[config.mk]
export PLATFORM = sky130hd
export DESIGN_NAME = cpu6502_memif
export DESIGN_NICKNAME = d
export VERILOG_FILES = /design/src/rtl/cpu6502_memif_pkg.sv /design/src/rtl/memif_wbuf.sv /design/src/rtl/cpu6502_memif.sv
export SDC_FILE = /design/constraint.sdc
export NUM_CORES = 1
export LEC_CHECK = 0
export BUFFER_PORTS_ARGS = -buffer_cell sky130_fd_sc_hd__buf_4
export CELL_PAD_IN_SITES_DETAIL_PLACEMENT = 1
export CELL_PAD_IN_SITES_GLOBAL_PLACEMENT = 2
export CORE_UTILIZATION = 38
export DETAILED_ROUTE_END_ITERATION = 10
export GPL_TIMING_DRIVEN = 0
export HOLD_SLACK_MARGIN = 0.02
export PLACE_DENSITY_LB_ADDON = 0.12
export SLEW_MARGIN = 20
export SYNTH_ARGS = -nofsm -noshare
export SYNTH_HDL_FRONTEND = slang
export SYNTH_HIERARCHICAL = 1
export SYNTH_SLANG_ARGS = --single-unit
[constraint.sdc]
create_clock -name clk -period 2.6 [get_ports clk]
set_input_delay 0.52 -clock clk [delete_from_list [all_inputs] [get_ports clk]]
set_output_delay 0.52 -clock clk [all_outputs]
set_load 0.02 [all_outputs]
[src/rtl/cpu6502_memif_pkg.sv]
// Shared types for the 6502 memory interface: FSM state encoding and
// the write-buffer entry layout.
package cpu6502_memif_pkg;

   typedef enum logic [1:0] {
      ST_IDLE = 2'd0,
      ST_WR   = 2'd1,
      ST_RD   = 2'd2
   } state_e;

   // Address in the upper bits, data in the low byte.
   typedef struct packed {
      logic [15:0] addr;
      logic [7:0]  data;
   } wbuf_entry_t;

   localparam int unsigned ENTRY_W = $bits(wbuf_entry_t);

endpackage

[src/rtl/memif_wbuf.sv]
// Synchronous FIFO used as the posted-write buffer. A push on a full buffer
// is accepted only when a pop frees a slot in the same cycle.
module memif_wbuf #(
   parameter int DEPTH = 4,
   parameter int WIDTH = 24
) (
   input  logic                       clk,
   input  logic                       reset,
   input  logic                       push_i,
   input  logic                       pop_i,
   input  logic [WIDTH-1:0]           wdata_i,
   output logic [WIDTH-1:0]           head_o,
   output logic                       empty_o,
   output logic [$clog2(DEPTH):0]     count_o,
   output logic                       overflow_o
);

   localparam int AW = $clog2(DEPTH);

   logic [WIDTH-1:0] mem_q [DEPTH];
   logic [AW-1:0]    wr_ptr_q, wr_ptr_d;
   logic [AW-1:0]    rd_ptr_q, rd_ptr_d;
   logic [AW:0]      count_q, count_d;
   logic             full;
   logic             do_push;
   logic             do_pop;

   assign full       = (count_q == (AW+1)'(DEPTH));
   assign empty_o    = (count_q == '0);
   assign count_o    = count_q;
   assign head_o     = mem_q[rd_ptr_q];
   assign do_pop     = pop_i && !empty_o;
   assign do_push    = push_i && (!full || do_pop);
   assign overflow_o = push_i && full && !do_pop;

   // NOTE: every variable driven here gets a default first, so no path can infer a latch.
   always_comb begin
      wr_ptr_d = wr_ptr_q;
      rd_ptr_d = rd_ptr_q;
      count_d  = count_q;
      if (do_push) wr_ptr_d = wr_ptr_q + 1'b1;
      if (do_pop)  rd_ptr_d = rd_ptr_q + 1'b1;
      case ({do_push, do_pop})
         2'b10:   count_d = count_q + 1'b1;
         2'b01:   count_d = count_q - 1'b1;
         default: count_d = count_q;
      endcase
   end

   // NOTE: sequential state uses non-blocking assignments so every flop samples pre-edge values.
   always_ff @(posedge clk or negedge reset) begin
      if (!reset) begin
         wr_ptr_q <= '0;
         rd_ptr_q <= '0;
         count_q  <= '0;
      end else begin
         wr_ptr_q <= wr_ptr_d;
         rd_ptr_q <= rd_ptr_d;
         count_q  <= count_d;
      end
   end

   // NOTE: storage is not reset; entries are only visible once the pointers say they are valid.
   always_ff @(posedge clk) begin
      if (do_push) mem_q[wr_ptr_q] <= wdata_i;
   end

endmodule

[src/rtl/cpu6502_memif.sv]
// Bridges the 6502 core bus to a req/ack memory port: writes are posted into
// a small FIFO, reads stall the core until the FIFO drains and the read acks.
module cpu6502_memif
   import cpu6502_memif_pkg::*;
#(
   parameter int WBUF_DEPTH = 4
) (
   input  logic        clk,
   input  logic        reset,
   input  logic [15:0] cpu_address,
   input  logic        cpu_write,
   input  logic [7:0]  cpu_data_o,
   output logic [7:0]  cpu_data_i,
   output logic        cpu_ready,
   output logic        mem_req,
   output logic        mem_we,
   output logic [15:0] mem_addr,
   output logic [7:0]  mem_wdata,
   input  logic        mem_ack,
   input  logic [7:0]  mem_rdata,
   output logic        wbuf_overflow
);

   localparam int CNT_W = $clog2(WBUF_DEPTH) + 1;

   if (WBUF_DEPTH < 4 || (WBUF_DEPTH & (WBUF_DEPTH - 1)) != 0) begin : g_bad_depth
      $error("WBUF_DEPTH must be a power of 2 and at least 4");
   end

   state_e          state_q, state_d;
   wbuf_entry_t     push_entry;
   wbuf_entry_t     head;
   logic            wbuf_empty;
   logic            wbuf_pop;
   logic            wbuf_ovf_pulse;
   logic [CNT_W-1:0] wbuf_count;
   logic            last_entry;
   logic            rd_ack;
   logic [7:0]      rdata_q;
   logic            overflow_q;

   assign push_entry = '{addr: cpu_address, data: cpu_data_o};
   assign wbuf_pop   = (state_q == ST_WR) && mem_ack;
   assign rd_ack     = (state_q == ST_RD) && mem_ack;
   assign last_entry = (wbuf_count == CNT_W'(1));

   memif_wbuf #(
      .DEPTH (WBUF_DEPTH),
      .WIDTH (ENTRY_W)
   ) u_wbuf (
      .clk        (clk),
      .reset      (reset),
      .push_i     (cpu_write),
      .pop_i      (wbuf_pop),
      .wdata_i    (push_entry),
      .head_o     (head),
      .empty_o    (wbuf_empty),
      .count_o    (wbuf_count),
      .overflow_o (wbuf_ovf_pulse)
   );

   always_comb begin
      state_d   = state_q;
      mem_req   = 1'b0;
      mem_we    = 1'b0;
      mem_addr  = '0;
      mem_wdata = '0;
      case (state_q)
         ST_IDLE: begin
            // A write pushed this cycle counts as pending, keeping reads ordered behind it.
            if (!wbuf_empty || cpu_write) state_d = ST_WR;
            else                          state_d = ST_RD;
         end
         ST_WR: begin
            mem_req   = 1'b1;
            mem_we    = 1'b1;
            mem_addr  = head.addr;
            mem_wdata = head.data;
            if (mem_ack && last_entry && !cpu_write) state_d = ST_IDLE;
         end
         ST_RD: begin
            mem_req  = 1'b1;
            mem_addr = cpu_address;
            if (mem_ack) state_d = ST_IDLE;
         end
         default: state_d = ST_IDLE;
      endcase
   end

   assign cpu_ready     = cpu_write || rd_ack;
   assign cpu_data_i    = rd_ack ? mem_rdata : rdata_q;
   assign wbuf_overflow = overflow_q;

   always_ff @(posedge clk or negedge reset) begin
      if (!reset) begin
         state_q    <= ST_IDLE;
         rdata_q    <= '0;
         overflow_q <= 1'b0;
      end else begin
         state_q <= state_d;
         if (rd_ack)         rdata_q    <= mem_rdata;
         if (wbuf_ovf_pulse) overflow_q <= 1'b1;
      end
   end

endmodule
==> results of run 1 <==
-- worst reg2reg max path, delay by kind of cell (launching register included) --
family                     cells  cell delay, ps
and+or+nand+nor                4             610
DFF                            1             350
adders and majority gates      3             670
buffers and inverters          5             490
xor gates and xnor gates       2             300
-- area by class of cell --
cell class	instances	area (um^2)
Fill cell	1147	5940
Clock buffer	22	444
Inverter	10	37.5
Buffer	12	143
Tap cell	168	210
Sequential cell	114	3330
Timing Repair Buffer	77	581
Clock inverter	10	67.6
Multi-Input combinational cell	111	1300
-- logic make-up after synthesis --
kind of cell,synth area share
xor+xnor,0.0111
mux,0.143
fa+ha+maj,0.0254
simple gates,0.0577
compound gates,0.0310
flops,0.706
buf+inv,0.0260
-- power by group through the flow --
stage               sequential, W  combinational [W]  clock [W]
floorplan                 0.00258            0.00182          0
global placement          0.00260            0.00270          0
detailed placement        0.00263            0.00273          0
CTS                       0.00260            0.00285    0.00204
global route              0.00263            0.00308    0.00213
finish                    0.00259            0.00284    0.00199
-- registers in the layout (all words and copies together), names as in the netlist --
name,count
u_wbuf/count_o,3
u_wbuf/mem_q,96
state_q,2
rdata_q,8
wbuf_overflow,1
u_wbuf/wr_ptr_q,2
u_wbuf/rd_ptr_q,2
-- routing by layer --
metal | global-route usage | part of all wire | vias to the layer above
met4 | 0.0596 | 0.0075 | 0
met2 | 0.280 | 0.55 | 61
li1 | - | - | 1159
met1 | 0.187 | 0.40 | 1295
met5 | 0 | 0 | -
met3 | 0.0622 | 0.048 | 7
-- cells in the mapped netlist, types with 2 or more instances --
master	instances	area, um^2
ha_1	8	100
nor2b_1	16	100
clkbuf_1	2	7.51
and2_1	14	87.6
mux2i_1	3	30.0
xor2_1	3	26.3
buf_6	4	45.0
nand2_1	2	7.51
inv_1	10	37.5
edfxtp_1	96	2880
a22oi_1	16	120
mux4_2	24	541
mux2_2	8	90.1
buf_2	5	25.0
dfrtp_1	18	450
xnor2_1	3	26.3
-- per-stage QoR --
stage / std cells / hold WS [ps] / setup slack, ps / area (um^2) / total power [W]
6_report: 524 / 325 / 102 / 6120 / 0.00741
2_1_floorplan: 247 / 224 / 9.27 / 4730 / 0.00440
4_1_cts: 521 / 304 / -22.1 / 6070 / 0.00748
3_5_place_dp: 486 / 410 / -462 / 5470 / 0.00536
5_1_grt: 524 / 303 / -27.7 / 6120 / 0.00784
3_3_place_gp: 486 / 411 / -437 / 5470 / 0.00530
-- what timing repair did --
| item | in CTS | in global routing |
|---|---|---|
| resized for setup | 18 | 9 |
| setup endpoints to repair | 114 | 17 |
| hold buffers | 1 | 0 |
| hold endpoints to repair | 18 | 0 |
| buffers inserted | 2 | 3 |
| pin swaps | 2 | 3 |
-- worst paths after layout --
kind                               startpoint            endpoint  slack (ps)  cells after the start
worst max-delay path               state_q[1]   u_wbuf/count_o[2]         100                     14
worst min-delay path            cpu_data_o[4]  u_wbuf/mem_q[2][4]         320                      1
worst max register to register     state_q[1]   u_wbuf/count_o[2]         100                     14
worst min register to register  wbuf_overflow       wbuf_overflow         470                      1
max in group asynchronous               reset  u_wbuf/rd_ptr_q[0]        1860                      2
min in group asynchronous               reset          rdata_q[2]         540                      2
==> results.json, run 1 <==
{
  "ys_seq_area_frac": 0.706,
  "drtIter0Drc": 145,
  "startpoint_type": "register",
  "nets": 388,
  "worst-path-buf-inv": 5,
  "vias": 2522,
  "grt_overflow": 0,
  "synthArstFlopShare": 0.158,
  "clkTransAtPathRegs_ps": 50,
  "layout_common_cells": "edfxtp_1, buf_4, mux4_2",
  "cp_data_arrival_time_ps": 2820,
  "htreeDepth": 4,
  "end_kind": "register",
  "final-max-slew-violation-count": 0,
  "n_antenna_cell": 0,
  "initial_core_util": 0.392,
  "synth_seq_cells": 114,
  "synth_area_um2": 4720,
  "wl_per_cell_um": 17.9,
  "intPower_w": 0.00512,
  "critPathKind": "reg -> reg",
  "syn_area_per_cell_um2": 19.1,
  "ys_types": 31,
  "power_switching_w": 0.00229,
  "final_common_cell": "edfxtp_1",
  "setup_viol": 0,
  "die_h_um": 113,
  "period_needed_ps": 2500,
  "crit_path_top_delay_cell": "dfrtp_1",
  "cp_max_fo": 10,
  "critical_path.cell_chain": "inv_2, ha_4, buf_6, clkbuf_16, and2_4, nor4b_4, nor2b_4, inv_1, ha_2, inv_1, fa_2, xor2_1, nor2_1, xor2_1",
  "utilization": 0.507,
  "final.period_utilization": 0.961,
  "p_leak_nw": 2.32,
  "clock_latency_ps": 400,
  "grt_pass1_wl_um": 14900,
  "clkPwrFrac": 0.268,
  "yosysWarnings": 6,
  "drive_gt1_frac": 0.438,
  "worstPathRequired_ps": 2920,
  "tritoncts": "built",
  "ios": 72,
  "grt_setup_unrepaired": "yes",
  "cts_root_buf": "clkbuf_16",
  "status": "finished clean",
  "synth_edf_count": 96,
  "syn-num-nets": 292,
  "seqPwrFrac": 0.349,
  "io_buffer_count": 71,
  "powerDensity_nw_per_um2": 1210,
  "antenna_found_initial": 0,
  "ant_nets": 0,
  "grt_max_degree": 25,
  "ir_worst_vdd_v": 0.000578,
  "drc": 0,
  "clockBufferDepth": 2,
  "grt_pass1_vias": 2803,
  "die_x_um": 113,
  "firstDrtPassIters": 4,
  "syn_inst": 247,
  "routed_via_density": 4.81,
  "critPathTopFamily": "adder cells",
  "fin_skew_ps": 5.87,
  "synth_top_flop_cell": "edfxtp_1",
  "cts_made_buffers": 17,
  "slowest_delay_ps": 350,
  "worst_pin_slew_ps": 425,
  "design.core.area_um2": 12100,
  "netSwitchingFraction": 0.309,
  "syn_to_final_growth_pct": 29.5,
  "finalWirelength_um": 9360,
  "numClockSinks": 114,
  "power_frac_comb": 0.383,
  "hp-class": "in -> reg",
  "fin_tns_setup_ps": 0,
  "gp_congestion": 0.693,
  "die_area_um2": 12900,
  "track_usage": 0.164,
  "slew_headroom": 0.717,
  "hold_viol_final": 0,
  "max_cap_viol_count": 0,
  "row_count": 40,
  "fmax_ghz": 0.400,
  "dp_hpwl_um": 5920
}
No activity file was read; power rests on OpenSTA's default activity.
==> inputs of run 2 (changes only) <==
--- a/config.mk
+++ b/config.mk
@@ -8,7 +8,7 @@
 export BUFFER_PORTS_ARGS = -buffer_cell sky130_fd_sc_hd__buf_4
 export CELL_PAD_IN_SITES_DETAIL_PLACEMENT = 1
 export CELL_PAD_IN_SITES_GLOBAL_PLACEMENT = 2
-export CORE_UTILIZATION = 38
+export CORE_UTILIZATION = 40
 export DETAILED_ROUTE_END_ITERATION = 10
 export GPL_TIMING_DRIVEN = 0
 export HOLD_SLACK_MARGIN = 0.02
==> constraint.sdc (replaced) <==
create_clock -name clk -period 2.7 [get_ports clk]
set_input_delay 0.54 -clock clk [delete_from_list [all_inputs] [get_ports clk]]
set_output_delay 0.54 -clock clk [all_outputs]
set_load 0.02 [all_outputs]
==> run 2 against run 1 <==
Register-to-register slack better by 98 ps. Combinational power shrank 7.4%. Clock power grew 8%. Non-clock buffer count shrank 4. Cell count fell by 5.5%. Critical path depth is 8 lower. Hold slack improved by 13 ps. Largest power group unchanged. Highest routed layer unchanged.
==> results.json, run 2 (synthesized netlist as in run 1, its figures left out) <==
{
  "die_h_um": 111,
  "grt_overflow": 0,
  "endpoint": "mem_addr[13]",
  "cts_made_buffers": 17,
  "final_area_um2": 6100,
  "nets": 384,
  "drtIter0Drc": 102,
  "dp_hpwl_um": 5840,
  "worstReg2RegEnd": "u_wbuf/count_o[2]",
  "firstDrtPassIters": 4,
  "max_cap_viol_count": 0,
  "worstPathRequired_ps": 2160,
  "final_common_cell": "edfxtp_1",
  "grt_pass1_vias": 2726,
  "ant_nets": 0,
  "initial_core_util": 0.412,
  "final.period_utilization": 0.961,
  "ios": 72,
  "cts_root_buf": "clkbuf_16",
  "reg2reg_from": "state_q[1]",
  "setup_viol": 0,
  "routed_via_density": 5.04,
  "period_needed_ps": 2590,
  "syn_to_final_growth_pct": 29.1,
  "hp-class": "in -> reg",
  "antenna_found_initial": 0,
  "fin_skew_ps": 8.17,
  "reg2regPathDepth": 14,
  "reg2reg_slack_ps": 200,
  "cp_data_arrival_time_ps": 2050,
  "clockBufferDepth": 2,
  "powerDensity_nw_per_um2": 1190,
  "largest_reg_flops": 96,
  "hold_viol_final": 0,
  "startpoint": "u_wbuf/rd_ptr_q[0]",
  "status": "finished clean",
  "p_leak_nw": 2.33,
  "clock_latency_ps": 400,
  "layout_common_cells": "edfxtp_1, buf_4, mux4_2",
  "cp_max_fo": 10,
  "gp_congestion": 0.660,
  "htreeDepth": 4,
  "startpoint_type": "register",
  "tritoncts": "built",
  "drc": 0,
  "critPathKind": "reg -> out",
  "die_area_um2": 12200,
  "row_count": 39,
  "vias": 2493,
  "drive_gt1_frac": 0.455,
  "fmax_ghz": 0.386,
  "io_buffer_count": 71,
  "dp_slack_ps": -320,
  "die_x_um": 111,
  "numClockSinks": 114,
  "final-max-slew-violation-count": 0,
  "worst_pin_slew_ps": 408,
  "end_kind": "output port",
  "slew_headroom": 0.728,
  "finalWirelength_um": 9260,
  "grt_max_degree": 25,
  "design.core.area_um2": 11500,
  "fin_tns_setup_ps": 0,
  "wl_per_cell_um": 18.7,
  "ir_worst_vdd_v": 0.000537,
  "largest-register": "u_wbuf/mem_q",
  "place_area_um2": 5440,
  "n_antenna_cell": 0,
  "track_usage": 0.164,
  "grt_pass1_wl_um": 14700,
  "clkTransAtPathRegs_ps": 50,
  "grt_setup_unrepaired": "yes",
  "worst_slack_ps": 106
}
run 2: final cells by class:
cell class	instances	area [um^2]
sequential	114	3330
buffer	12	109
inverter	10	37.5
clock inverter	8	70.1
fill	1067	5370
tap	143	179
multi-input combinational	111	1300
timing repair buffer	73	551
clock buffer	24	514
run 2: how the worst min path moves through the flow:
stage / startpoint / endpoint / slack [ps] / depth (start not counted)
finish: cpu_data_o[3] / u_wbuf/mem_q[1][3] / 340 / 1
global route: cpu_data_o[3] / u_wbuf/mem_q[0][3] / 340 / 1
CTS: cpu_data_o[3] / u_wbuf/mem_q[1][3] / 320 / 1
detailed placement: reset / rdata_q[1] / 430 / 1
global placement: reset / rdata_q[1] / 430 / 1
floorplan: reset / rdata_q[0] / 240 / 0
run 2: critical path, stage by stage, from the launching register on:
cell	delay, ps
dfrtp_1	350
buf_6	180
buf_6	210
mux4_2	510
a22oi_1	180
nor2b_1	70
buf_4	160
run 2: metrics by stage:
stage	hold WS, ps	total power [W]	utilization	instances
floorplan	244	0.00424	-	247
global placement	427	0.00507	0.474	461
detailed placement	431	0.00513	0.474	461
CTS	321	0.00735	0.530	495
global route	335	0.00765	0.532	495
finish	338	0.00726	0.532	495
run 2: what timing repair did:
action	CTS	global route
pin swaps	2	2
setup buffers	1	0
hold buffers	1	0
endpoints found under the setup margin	100	5
endpoints found under the hold margin	18	0
resized for setup	12	6
run 2: power by group:
group	internal (W)	switching, W	leakage [nW]
Clock	0.00142	0.000720	0.291
Sequential	0.00235	0.000142	1.10
Combinational	0.00126	0.00137	0.935
run 2: routing by layer:
layer | vias up | GRT usage | part of all wire
met4 | 0 | 0.0693 | 0.012
met1 | 1262 | 0.198 | 0.42
met2 | 69 | 0.278 | 0.52
met3 | 12 | 0.0443 | 0.050
li1 | 1150 | - | -
met5 | - | 0 | 0
